<file path="config.mk">
export PLATFORM = sky130hd
export DESIGN_NAME = controller_token
export DESIGN_NICKNAME = d
export VERILOG_FILES = /design/src/rtl/ctrl_token_pkg.sv /design/src/rtl/ctrl_r_port.sv /design/src/rtl/controller_token.sv
export SDC_FILE = /design/constraint.sdc
export NUM_CORES = 1
export LEC_CHECK = 0
export CAP_MARGIN = 20
export CORE_MARGIN = 8
export CORE_UTILIZATION = 45
export CTS_BUF_LIST = sky130_fd_sc_hd__clkbuf_16
export CTS_CLUSTER_DIAMETER = 200
export DETAILED_ROUTE_END_ITERATION = 10
export GPL_TIMING_DRIVEN = 1
export PLACE_DENSITY_LB_ADDON = 0.25
export SLEW_MARGIN = 0
export SYNTH_ARGS = -nofsm -noshare
export SYNTH_HDL_FRONTEND = slang
export SYNTH_HIERARCHICAL = 1
export SYNTH_SLANG_ARGS = --single-unit
</file>
<file path="constraint.sdc">
create_clock -name clk -period 2.55 [get_ports clk]
set_clock_uncertainty 0.2 [all_clocks]
set_input_delay 0.3825 -clock clk [delete_from_list [all_inputs] [get_ports clk]]
set_output_delay 0.3825 -clock clk [all_outputs]
set_load 0.01 [all_outputs]
</file>
<file path="src/rtl/ctrl_token_pkg.sv">
// Shared state encodings and parameter defaults for the token-holding stage controller.
package ctrl_token_pkg;

  localparam int SAMPLE_DLY_DEF  = 1;
  localparam int ERR_DLY_DEF     = 2;
  localparam int SYNC_STAGES_DEF = 2;
  localparam int TOKEN_INIT_DEF  = 1;
  localparam int CNT_W           = 8;

  typedef enum logic [2:0] {
    IDLE,
    CAPTURE,
    DELAY,
    SAMPLE,
    ERRWAIT,
    RESOLVE,
    RTZ
  } main_state_t;

  typedef enum logic [1:0] {
    R_IDLE,
    R_REQ,
    R_ACK,
    R_RTZ
  } r_state_t;

endpackage

</file>
<file path="src/rtl/ctrl_r_port.sv">
// Right-side four-phase data + error-channel handshake; Rreq rises the edge after a send (or reset token).
// A send arriving while busy is parked in the pending flag and issued once the port returns to idle.
module ctrl_r_port import ctrl_token_pkg::*; #(
  parameter int TOKEN_INIT = TOKEN_INIT_DEF
) (
  input  logic clk,
  input  logic rst,
  input  logic send,
  input  logic rack,
  input  logic rereq,
  output logic rreq,
  output logic reack,
  output logic idle
);

  r_state_t state, state_nxt;
  logic     pend, pend_nxt;
  logic     rreq_nxt, reack_nxt;

  always_ff @(posedge clk or negedge rst) begin
    if (!rst) begin
      state <= R_IDLE;
      pend  <= (TOKEN_INIT != 0);
      rreq  <= 1'b0;
      reack <= 1'b0;
    end else begin
      state <= state_nxt;
      pend  <= pend_nxt;
      rreq  <= rreq_nxt;
      reack <= reack_nxt;
    end
  end

  always_comb begin
    state_nxt = state;
    pend_nxt  = pend | send;
    rreq_nxt  = rreq;
    reack_nxt = reack;

    // Error-channel ack may only rise once Rreq has been offered for this token.
    if (!rereq)
      reack_nxt = 1'b0;
    else if (state == R_REQ || state == R_ACK)
      reack_nxt = 1'b1;

    case (state)
      R_IDLE: if (pend || send) begin
        rreq_nxt  = 1'b1;
        pend_nxt  = 1'b0;
        state_nxt = R_REQ;
      end
      R_REQ: if (rack) begin
        rreq_nxt  = 1'b0;
        state_nxt = R_ACK;
      end
      R_ACK: if (!rack) state_nxt = R_RTZ;
      R_RTZ: if (!rereq && !reack) state_nxt = R_IDLE;
      default: state_nxt = R_IDLE;
    endcase
  end

  assign idle = (state == R_IDLE) && !pend;

endmodule

</file>
<file path="src/rtl/controller_token.sv">
// Error-detecting pipeline stage controller: capture, sample, then forward clean tokens at once and
// errored tokens after ERR_DLY; capture is held off while the right port is busy or the left has not returned to zero.
module controller_token import ctrl_token_pkg::*; #(
  parameter int SAMPLE_DLY  = SAMPLE_DLY_DEF,
  parameter int ERR_DLY     = ERR_DLY_DEF,
  parameter int SYNC_STAGES = SYNC_STAGES_DEF,
  parameter int TOKEN_INIT  = TOKEN_INIT_DEF
) (
  input  logic clk,
  input  logic rst,
  input  logic Lreq,
  output logic Lack,
  output logic Rreq,
  input  logic Rack,
  output logic LEreq,
  input  logic LEack,
  input  logic REreq,
  output logic REack,
  output logic lclk,
  output logic sample,
  input  logic Err0,
  input  logic Err1
);

  localparam int NIN = 6;
  localparam logic [CNT_W-1:0] SMP_LAST = CNT_W'(SAMPLE_DLY - 1);
  localparam logic [CNT_W-1:0] ERR_LAST = CNT_W'(ERR_DLY - 1);

  logic [NIN-1:0] in_raw, in_sync;
  logic lreq_s, rack_s, leack_s, rereq_s, err0_s, err1_s;

  assign in_raw = {Lreq, Rack, LEack, REreq, Err0, Err1};

  for (genvar i = 0; i < NIN; i++) begin : g_sync
    logic [SYNC_STAGES-1:0] q;
    always_ff @(posedge clk or negedge rst) begin
      if (!rst) q <= '0;
      else      q <= {q[SYNC_STAGES-2:0], in_raw[i]};
    end
    assign in_sync[i] = q[SYNC_STAGES-1];
  end

  assign {lreq_s, rack_s, leack_s, rereq_s, err0_s, err1_s} = in_sync;

  main_state_t      state, state_nxt;
  logic [CNT_W-1:0] cnt, cnt_nxt;
  logic             lclk_nxt, lack_nxt, sample_nxt, lereq_nxt;
  logic             send, resolve, r_idle;

  always_ff @(posedge clk or negedge rst) begin
    if (!rst) begin
      state  <= IDLE;
      cnt    <= '0;
      lclk   <= 1'b0;
      Lack   <= 1'b0;
      sample <= 1'b0;
      LEreq  <= 1'b0;
    end else begin
      state  <= state_nxt;
      cnt    <= cnt_nxt;
      lclk   <= lclk_nxt;
      Lack   <= lack_nxt;
      sample <= sample_nxt;
      LEreq  <= lereq_nxt;
    end
  end

  always_comb begin
    state_nxt  = state;
    cnt_nxt    = cnt;
    lclk_nxt   = 1'b0;
    lack_nxt   = Lack;
    sample_nxt = sample;
    lereq_nxt  = LEreq;
    send       = 1'b0;
    resolve    = 1'b0;

    case (state)
      IDLE: if (lreq_s && r_idle && !leack_s) begin
        state_nxt = CAPTURE;
        lclk_nxt  = 1'b1;
      end
      CAPTURE: begin
        lack_nxt  = 1'b1;
        cnt_nxt   = '0;
        state_nxt = DELAY;
      end
      // Stay here past the nominal delay until the detectors have cleared from the last token.
      DELAY: if (cnt < SMP_LAST) begin
        cnt_nxt = cnt + CNT_W'(1);
      end else if (!err0_s && !err1_s) begin
        state_nxt  = SAMPLE;
        sample_nxt = 1'b1;
      end
      SAMPLE: if (err1_s) begin
        state_nxt = ERRWAIT;
        cnt_nxt   = '0;
      end else if (err0_s) begin
        resolve = 1'b1;
      end
      ERRWAIT: if (cnt < ERR_LAST) cnt_nxt = cnt + CNT_W'(1);
               else                resolve = 1'b1;
      RESOLVE: state_nxt = RTZ;
      // Return-to-zero progress is tracked by which left outputs are still high.
      RTZ: if (LEreq) begin
        if (!err0_s && !err1_s && leack_s) lereq_nxt = 1'b0;
      end else if (Lack) begin
        if (!lreq_s) lack_nxt = 1'b0;
      end else if (!leack_s) begin
        state_nxt = IDLE;
      end
      default: state_nxt = IDLE;
    endcase

    if (resolve) begin
      state_nxt  = RESOLVE;
      sample_nxt = 1'b0;
      lereq_nxt  = 1'b1;
      send       = 1'b1;
    end
  end

  ctrl_r_port #(
    .TOKEN_INIT(TOKEN_INIT)
  ) u_r_port (
    .clk   (clk),
    .rst   (rst),
    .send  (send),
    .rack  (rack_s),
    .rereq (rereq_s),
    .rreq  (Rreq),
    .reack (REack),
    .idle  (r_idle)
  );

endmodule

</file>
# After elaboration in Yosys (flattened, before gate mapping)
# Cells that the tools add are included.
# totals
ff_bits,32
input_bits,8
output_inout_bits,6
wordCells,119
# classes
addsub,1
n_lt_le_gt_ge,2
eq_ne,27
n_mux,44
bitwise,1
reduce_logical,28
# op_table
cell,n
one-hot mux 8 bit (4 select lines),1
2-to-1 mux 3 bit,8
2-to-1 mux 8 bit,3
2-to-1 mux 1 bit,23
inequality test 3 bit (second input constant),7
one-hot mux 3 bit (7 select lines),1
< comparator 8 x 1 -> 1 bit (second input constant),2
inequality test 2 bit (second input constant),8
nonzero test 2 bit,5
equality test 3 bit (second input constant),3
adder 8 x 1 -> 8 bit (second input constant),1
2-to-1 mux 2 bit,4
one-hot mux 2 bit (4 select lines),1
AND reduction 4 bit,2
AND reduction 8 bit,1
equality test 3 x 2 -> 1 bit (second input constant),2
logical AND 1 bit,6
zero test 1 bit,6
inequality test 2 x 1 -> 1 bit (second input constant),3
one-hot mux 1 bit (2 select lines),3
AND reduction 3 bit,2
equality test 2 bit (second input constant),2
nonzero test 4 bit,1
equality test 3 x 1 -> 1 bit (second input constant),1
other kinds (6),7

# Longest topological paths before layout
# Gate-level depths: netlist (run 1).
# depth
ltp_word,7
mapped_depth,8
mapped_depth_nobuf,8

# By module
# The synthesis (run 1) kept the hierarchy.
# modules_own_cells
mod,instances,cells_per_inst,area_per_inst_um2,seq_area_each_um2
controller_token,1,80,1081.0,675.6
ctrl_r_port,1,25,279.0,126.4

# Least setup slack after synthesis (run 1)
# Ideal clock, no wire load.
# synth_path
kind,register to register
from,register cnt[0]
to,register u_r_port.state[1]
setup_time_ns,0.127
arrival_time_ns,1.860
required_ns,2.223
setup_slack_ns,0.362
path_stages_with_launch,9
path_buffers,0
synth_period_minus_slack_ns,2.188
cell_sequence,dfrtp_1 > inv_1 > ha_1 > nor4b_4 > a21bo_2 > nand2_1 > or3b_1 > nand4_2 > mux2_1
# synth_between
elab_chain_len,7
# synth_rtl
item,line_no,source
from (decl),controller_token.sv:46,"logic [CNT_W-1:0] cnt, cnt_nxt;"
from (signal assigned),controller_token.sv:60,cnt <= cnt_nxt;
< comparator 8 x 1 -> 1 bit,controller_token.sv:101,ERRWAIT: if (cnt < ERR_LAST) cnt_nxt = cnt + CNT_W'(1);
2-to-1 mux 1 bit,controller_token.sv:101,
one-hot mux 1 bit (2 select lines),controller_token.sv:78,case (state)
net resolve,controller_token.sv:48,"logic send, resolve, r_idle;"
2-to-1 mux 1 bit,controller_token.sv:115,if (resolve) begin
logical OR 1 bit,ctrl_r_port.sv:47,R_IDLE: if (pend || send) begin
inequality test 2 x 1 -> 1 bit (no line),--,
AND reduction 4 bit (no line),--,
to (signal assigned),ctrl_r_port.sv:27,state <= state_nxt;
to (decl),ctrl_r_port.sv:16,"r_state_t state, state_nxt;"
# The timed path passes the listed nets, and every way through them passes these cells.
# A chain may end at the register's enable or synchronous reset.

# Worst setup path after layout (run 1)
# Same ends and word-level chain as after synthesis.

==> results.yml, run 1 <==
outcome:
  status: "finished, final reports clean"
logic_synthesis:
  synth-edff-count: 0
  synth.distinct_cells: 37
  ys_warn_count: 6
  ys_ff_latch: 32
  async_flop_share: 1.00
  syn-num-nets: 119
  synthesis.area_mm2: 0.00136
  syn_inst: 105
  synth.yosys.seq_area_share: 0.590
  yosysMostFrequentCell: "dfrtp_1"
  yosys_most_used_dff: "dfrtp_1"
  synth_common_cells: "dfrtp_1 (31), inv_1 (7), ha_1 (6)"
  synth_area_leaders: "dfrtp_1 (57%), ha_1 (5.5%), nor3b_4 (2.8%), and2_1 (2.3%), dfstp_2 (1.9%)"
  yosys.area.top_type: "dfrtp_1"
  synth_top_area_share: 0.570
  syn_avg_cell_area_um2: 13.0
setup_path:
  critical_path_class: "register to register"
  regToRegEndpoint: "u_r_port/state[1]"
  reg2reg_from: "cnt[0]"
  worstSetupStartpoint: "cnt[0]"
  ff2ff_path_depth: 8
  reg2reg_slack_ns: 0.25
  crit_path_end_kind: "register"
  start_kind: "register"
  required_ns: 2.50
  crit_fanout: 4
  arrival_ns: 2.25
clock_network:
  cts.htree.levels: 2
  ctsRootBufferMaster: "clkbuf_16"
  cts_hold_buf: 0
  clk_pin_slew_worst_paths_ns: 0.05
  cts-resized-gates: 0
  cts_buffers: 5
  clockBufferDepth: 2
  post_cts_buffers: 0
  cts_tree: "done"
  cts.sinks: 32
  clkLatencyLatePin_ns: 0.27
die:
  io_pins: 14
  die_x_um: 71.0
  start_util: 0.461
  die_area_mm2: 0.00504
  die_h_um: 71.0
  rows: 20
  core_mm2: 0.00295
pwr:
  power_mw: 1.91
  power_density_mw_per_mm2: 1140
  power_leakage_nw: 0.752
  peakVddDrop_uv: 676
placement:
  dpl.hpwl_um: 1580
  portBuffers: 13
  gp_congestion: 0.742
  dpl_worst_slack_ns: 0.237
sta:
  worst_slack_ns: 0.249
  slew_headroom: 0.738
  slew_violations: 0
  final.setup.tns_ns: 0
  post-route-period-util: 0.902
  worst_pin_slew_ns: 0.393
  setup_viol: 0
  timing.fmax_mhz: 435
  hold_viol_final: 0
  finalCriticalPeriod_ns: 2.30
  rsz0062_at_grt: "false"
grt:
  track_usage: 0.0958
  antenna_found_initial: 0
  grt_pass1_vias: 885
  grt_max_degree: 33
  grt_pass1_wl_um: 3800
  overflow: 0
cells_and_area:
  final_nets: 137
  synthToLayoutAreaGrowth_pct: 22.9
  final_util: 0.566
  fill_cells: 235
  antenna_cells: 0
  drive_gt1_frac: 0.137
min_path:
  holdPathStages: 0
  worstHoldStart: "g_sync[1].q[0]"
  min_to: "g_sync[1].q[1]"
  hold_class: "register to register"
detailed_routing:
  drtAntennaViolNets: 0
  first_pass_iters: 4
  vias: 845
  drtIter0Drc: 12
  via_per_inst: 5.38
  drc: 0
  wl_met3_um: 92
  met1_length_um: 992
  highest_layer: "met4"
  routed_wl_um: 2150
  wire_per_inst_um: 13.7
  dr_wl_met2_um: 1030
flow_run:
  cap_violations: 0
[how the worst max path moves through the flow]
stage,endpoint,slack (ns),cells after the start
global route,u_r_port/state[1],0.1,8
detailed placement,u_r_port/state[1],0.24,8
finish,u_r_port/state[1],0.25,8
CTS,u_r_port/state[1],0.23,8
global placement,u_r_port/state[1],0.29,8
floorplan,u_r_port/state[1],0.36,8
[registers in the layout, indices dropped and copies added, names as in the netlist]
signal and flops:
g_sync.q 12, cnt 8, state 3, u_r_port/state 2
LEreq 1, Lack 1, lclk 1, sample 1
u_r_port/pend 1, u_r_port/reack 1, u_r_port/rreq 1
[layout make-up]
class	count	area (µm²)	share of cell area
Clock buffer	5	125	0.0749
Sequential cell	32	802	0.480
Multi-Input combinational cell	63	502	0.300
Inverter	7	26.3	0.0157
Timing Repair Buffer	14	138	0.0823
Clock inverter	3	37.5	0.0225
Tap cell	33	41.3	0.0247
[routing by layer]
| metal | GRT usage | up-vias |
|---|---|---|
| met2 | 0.149 | 20 |
| met4 | 0.0554 | 0 |
| met5 | 0 | - |
| met3 | 0.0381 | 6 |
| li1 | - | 404 |
| met1 | 0.108 | 415 |
[critical path, cell delays in order, from the launching register on]
cell	delay (ns)
dfrtp_1	0.40
inv_1	0.07
ha_1	0.14
nor4b_4	0.23
a21bo_2	0.21
nand2_1	0.07
or3b_1	0.43
nand4_2	0.11
mux2_1	0.33
[cell families after synthesis]
family / Yosys count / synth area share
compound gates: 21 / 0.112
fa+ha+maj: 6 / 0.0552
buf+inv: 10 / 0.0414
flops: 32 / 0.590
mux: 3 / 0.0230
simple gates: 33 / 0.178
[metrics by stage]
step	hold WS (ns)	cells	cell area [µm²]
after global placement	0.132	149	1510
after floorplan	-0.113	105	1360
after global routing	0.150	157	1670
final	0.144	157	1670
after CTS	0.149	157	1670
after detailed placement	0.136	149	1510
[power by group]
group	total, mW	switching, mW	internal, mW
logic	0.528	0.246	0.282
clock network	0.645	0.193	0.452
registers	0.740	0.121	0.619
[layout by cell type (no fill, tap or decap), types with 2 or more instances in the layout]
cell type and instances:
dfrtp_1 31, clkdlybuf4s50_1 13, inv_1 7, ha_1 6, nor2_1 5, o21ai_0 5
and2_1 5, clkbuf_16 5, nor3_1 3, nand3_1 3, nand2_1 3, nor3b_4 2
nor2b_1 2, a21oi_1 2, o2bb2ai_1 2, o41ai_1 2, nand2b_1 2, mux2i_1 2
clkinv_1 2, a31oi_1 2
No activity file was read; power rests on OpenSTA's default activity.
==> run 2: changes to the inputs <==
- CORE_MARGIN: 8 -> 2
- CTS_BUF_LIST: sky130_fd_sc_hd__clkbuf_16 -> default
- SKIP_CTS_REPAIR_TIMING: default -> 1
==> run 2 against run 1 <==
  * Total power shrank 17%
  * Sequential share of layout area is 3.1 points higher
  * Sequential power about the same
  * Routed wire length increased by 2.3%
  * Flip-flop and latch count is the same
  * Die area down 31%
  * Critical path depth unchanged
  * Critical path type unchanged
  * Critical endpoint unchanged
  * Largest cell class unchanged
  * Largest power group unchanged
==> results.yml, run 2 (synthesis gave the netlist of run 1 again) <==
outcome:
  status: "finished, final reports clean"
grt:
  use_met2: 0.233
  grt_pass1_vias: 847
  grt_use_met3: 0.0677
  gr-usage-met1: 0.203
  track_usage: 0.155
  busiest_layer: "met2"
  grt_max_degree: 33
  grt_pass1_wl_um: 3930
  antenna_found_initial: 0
  overflow: 0
sta:
  worst_slack_ns: 0.205
  worst_pin_slew_ns: 0.387
  slew_headroom: 0.742
  setup_viol: 0
  post-route-period-util: 0.919
  hold_viol_final: 0
  final.setup.tns_ns: 0
  rsz0062_at_grt: "false"
  timing.fmax_mhz: 427
  slew_violations: 0
  finalCriticalPeriod_ns: 2.34
  holdWs_ns: 0.153
detailed_routing:
  vias: 824
  drtAntennaViolNets: 0
  first_pass_iters: 4
  routed_wl_um: 2200
  wire_per_inst_um: 14.2
  drtIter0Drc: 17
  drc: 0
  via_per_inst: 5.32
setup_path:
  start_kind: "register"
  slowest_delay_ns: 0.43
  crit_slowest_cell: "or3b_1"
  crit_fanout: 4
  required_ns: 2.56
  arrival_ns: 2.36
  critical_path_class: "register to register"
  crit_path_end_kind: "register"
  path_cells: "inv_1 -> ha_1 -> nor4b_4 -> a21bo_2 -> nand2_1 -> or3b_1 -> nand4_2 -> mux2_1"
placement:
  dpl.hpwl_um: 1520
  portBuffers: 13
  place_area_mm2: 0.00151
  place_inst: 147
  dpl_worst_slack_ns: 0.210
  gp_congestion: 0.790
cells_and_area:
  layout_common_cells: "dfrtp_1 (31), clkdlybuf4s50_1 (13), inv_1 (7)"
  antenna_cells: 0
  instances_no_fill: 155
  reg_top3: "g_sync.q x12, cnt x8, state x3"
  drive_gt1_frac: 0.145
  final_nets: 137
  final_common_cell: "dfrtp_1"
  synthToLayoutAreaGrowth_pct: 15.4
  fill_cells: 237
  final_util: 0.559
  largest_reg_flops: 12
  regMostFlops: "g_sync.q"
  design_area_mm2: 0.00157
pwr:
  power_leakage_nw: 0.705
  peakVddDrop_uv: 487
  power_mw: 1.58
  power_density_mw_per_mm2: 1010
die:
  die_area_mm2: 0.00348
  die_h_um: 59.0
  io_pins: 14
  start_util: 0.485
  rows: 19
  die_x_um: 59.0
  core_mm2: 0.00281
clock_network:
  cts.sinks: 32
  clk_pin_slew_worst_paths_ns: 0.10
  ctsRootBufferMaster: "clkbuf_4"
  cts_buffers: 5
  clockBufferDepth: 2
  cts_tree: "done"
  clkLatencyLatePin_ns: 0.32
  cts.htree.levels: 2
min_path:
  hold_class: "register to register"
flow_run:
  cap_violations: 0
==> run 2: per-layer routing <==
| metal | wire (µm) | share of wire | vias up |
|---|---|---|---|
| met3 | 87 | 0.040 | 2 |
| met1 | 1030 | 0.47 | 400 |
| met5 | 0 | 0 | - |
| li1 | - | - | 406 |
| met4 | 19 | 0.0086 | 0 |
| met2 | 1060 | 0.48 | 16 |
==> run 2: final cells by class <==
cell class / count / area (µm²) / area share
clock buffers: 7 / 55.1 / 0.0351
multi-input cells: 63 / 502 / 0.320
repair buffers: 14 / 138 / 0.0877
clock inverters: 1 / 7.51 / 0.00478
inverters: 7 / 26.3 / 0.0167
well taps: 31 / 38.8 / 0.0247
flip-flops and latches: 32 / 802 / 0.511
==> run 2: power breakdown <==
part           total [mW]  leakage (nW)  internal [mW]  switching [mW]
Clock               0.304        0.0315          0.135           0.169
Sequential          0.743         0.394          0.616           0.127
Combinational       0.535         0.279          0.283           0.252
Total                1.58         0.705           1.03           0.548
==> run 2: path summary, 6_finish.rpt <==
| check | start | end | slack, ns | cells past startpoint |
|---|---|---|---|---|
| setup / recovery | cnt[0] | u_r_port/state[1] | 0.21 | 8 |
| hold / removal | g_sync[0].q[0] | g_sync[0].q[1] | 0.15 | 0 |
| setup reg to reg | cnt[0] | u_r_port/state[1] | 0.21 | 8 |
| hold reg to reg | g_sync[0].q[0] | g_sync[0].q[1] | 0.15 | 0 |
| max in group asynchronous | rst | u_r_port/pend | 1.59 | 2 |
| min in group asynchronous | rst | cnt[2] | 0.24 | 2 |
==> run 2: critical path: cells and delay by family (launching register included) <==
kind                       cells  cell delay [ns]
AOI/OAI and AO/OA              1             0.22
muxes                          1             0.32
buffers and inverters          1             0.07
DFF                            1             0.42
and+or+nand+nor                4             0.86
adders and majority gates      1             0.15
==> run 3: changes to the inputs <==
- CORE_MARGIN: 2 -> default
- CTS_BUF_LIST: default -> sky130_fd_sc_hd__clkbuf_8
- CTS_CLUSTER_DIAMETER: 200 -> 80
==> run 3 against run 2 <==
  * Worst hold slack lost 0.016 ns
  * Highest routed layer is now met3
  * Largest cell class unchanged
  * Core utilization grew 0.98 points
  * Cell count is the same
  * Flip-flop and latch count is the same
  * Fmax shrank 0.31%
==> results.yml, run 3 (synthesis gave the netlist of run 1 again) <==
die:
  die_h_um: 57.0
  die_area_mm2: 0.00325
  die_x_um: 57.0
  start_util: 0.485
  rows: 19
  core_mm2: 0.00281
  io_pins: 14
detailed_routing:
  drtIter0Drc: 15
  routed_wl_um: 2130
  drtAntennaViolNets: 0
  via_per_inst: 5.35
  first_pass_iters: 4
  drc: 0
  vias: 830
  wire_per_inst_um: 13.7
cells_and_area:
  final_common_cell: "dfrtp_1"
  synthToLayoutAreaGrowth_pct: 17.4
  register_area_um2: 802
  design_area_mm2: 0.00160
  layout_common_cells: "dfrtp_1 (31), clkdlybuf4s50_1 (13), inv_1 (9)"
  regMostFlops: "g_sync.q"
  largest_reg_flops: 12
  antenna_cells: 0
  reg_top3: "g_sync.q x12, cnt x8, state x3"
  final_nets: 137
  fill_cells: 250
  drive_gt1_frac: 0.137
  multiInputGateArea_um2: 502
clock_network:
  cts_tree: "done"
  cts.htree.levels: 2
  clkLatencyLatePin_ns: 0.28
  cts.sinks: 32
  clockBufferDepth: 2
  cts_buffers: 5
  clk_pin_slew_worst_paths_ns: 0.07
  ctsRootBufferMaster: "clkbuf_8"
grt:
  grt_pass1_wl_um: 3760
  overflow: 0
  grt_pass1_vias: 820
  antenna_found_initial: 0
  track_usage: 0.158
  grt_max_degree: 33
sta:
  final.setup.tns_ns: 0
  slew_violations: 0
  finalCriticalPeriod_ns: 2.35
  post-route-period-util: 0.922
  slew_headroom: 0.739
  setup_viol: 0
  timing.fmax_mhz: 425
  rsz0062_at_grt: "false"
  hold_viol_final: 0
  holdWs_ns: 0.138
  worst_pin_slew_ns: 0.389
outcome:
  status: "finished, final reports clean"
setup_path:
  slowest_delay_ns: 0.43
  reg2reg_slack_ns: 0.20
  reg2reg_from: "cnt[0]"
  crit_path_end_kind: "register"
  required_ns: 2.51
  path_buf_inv: 1
  critical_path_class: "register to register"
  ff2ff_path_depth: 8
  crit_family: "simple AND/OR/NAND/NOR gates"
  start_kind: "register"
  cp.depth: 8
  worstSetupStartpoint: "cnt[0]"
  path_cells: "inv_1 -> ha_1 -> nor4b_4 -> a21bo_2 -> nand2_1 -> or3b_1 -> nand4_2 -> mux2_1"
  crit_slowest_cell: "or3b_1"
  regToRegEndpoint: "u_r_port/state[1]"
  cp-endpoint: "u_r_port/state[1]"
  crit_fanout: 4
  arrival_ns: 2.31
pwr:
  power_leakage_nw: 0.727
  combPwrFrac: 0.321
  peakVddDrop_uv: 585
  pwr-share-seq: 0.448
  intPower_mw: 1.11
  p_sw_frac: 0.329
  power_mw: 1.66
  power_density_mw_per_mm2: 1040
  p_clk_frac: 0.231
  switchingPower_mw: 0.545
placement:
  dpl.hpwl_um: 1480
  place_area_mm2: 0.00151
  gp_congestion: 0.749
  portBuffers: 13
min_path:
  holdPathStages: 0
  hold_class: "register to register"
flow_run:
  cap_violations: 0
## run 3: layout make-up
class | instances | share of cell area
Sequential cell | 32 | 0.502
Timing Repair Buffer | 14 | 0.0862
Clock inverter | 2 | 0.00470
Tap cell | 31 | 0.0243
Clock buffer | 6 | 0.0517
Multi-Input combinational cell | 63 | 0.314
Inverter | 7 | 0.0165
## run 3: per-layer routing
metal  wire length, µm  vias up  global-route usage
met5                 0        -                   0
met4                 0        0              0.0627
met3                90        0              0.0635
met2              1020       13               0.234
met1              1020      408               0.210
li1                  -      409                   -
## run 3: worst register-to-register path, stage by stage (launching register included)
cell     delay (ns)
dfrtp_1        0.41
inv_1          0.07
ha_1           0.15
nor4b_4        0.26
a21bo_2        0.22
nand2_1        0.07
or3b_1         0.43
nand4_2        0.11
mux2_1         0.32
## run 3: power groups by stage
| stage | Combinational (mW) | Sequential [mW] | Clock [mW] |
|---|---|---|---|
| floorplan | 0.433 | 0.703 | 0 |
| global placement | 0.517 | 0.743 | 0 |
| detailed placement | 0.534 | 0.751 | 0 |
| CTS | 0.536 | 0.741 | 0.405 |
| global route | 0.596 | 0.760 | 0.424 |
| finish | 0.531 | 0.743 | 0.382 |
## run 3: worst min path at each step
stage,start,end,slack [ns]
after global placement,g_sync[3].q[0],g_sync[3].q[1],0.13
after detailed placement,g_sync[4].q[0],g_sync[4].q[1],0.13
after CTS,g_sync[3].q[0],g_sync[3].q[1],0.14
final,g_sync[3].q[0],g_sync[3].q[1],0.14
after global routing,g_sync[3].q[0],g_sync[3].q[1],0.15
after floorplan,rst,LEreq,-0.11
## run 3: per-stage QoR
stage,std cells,util,worst slack (ns)
2_1_floorplan,105,-,0.362
3_3_place_gp,147,0.537,0.295
3_5_place_dp,147,0.537,0.217
4_1_cts,155,0.569,0.197
5_1_grt,155,0.569,0.102
6_report,155,0.569,0.198
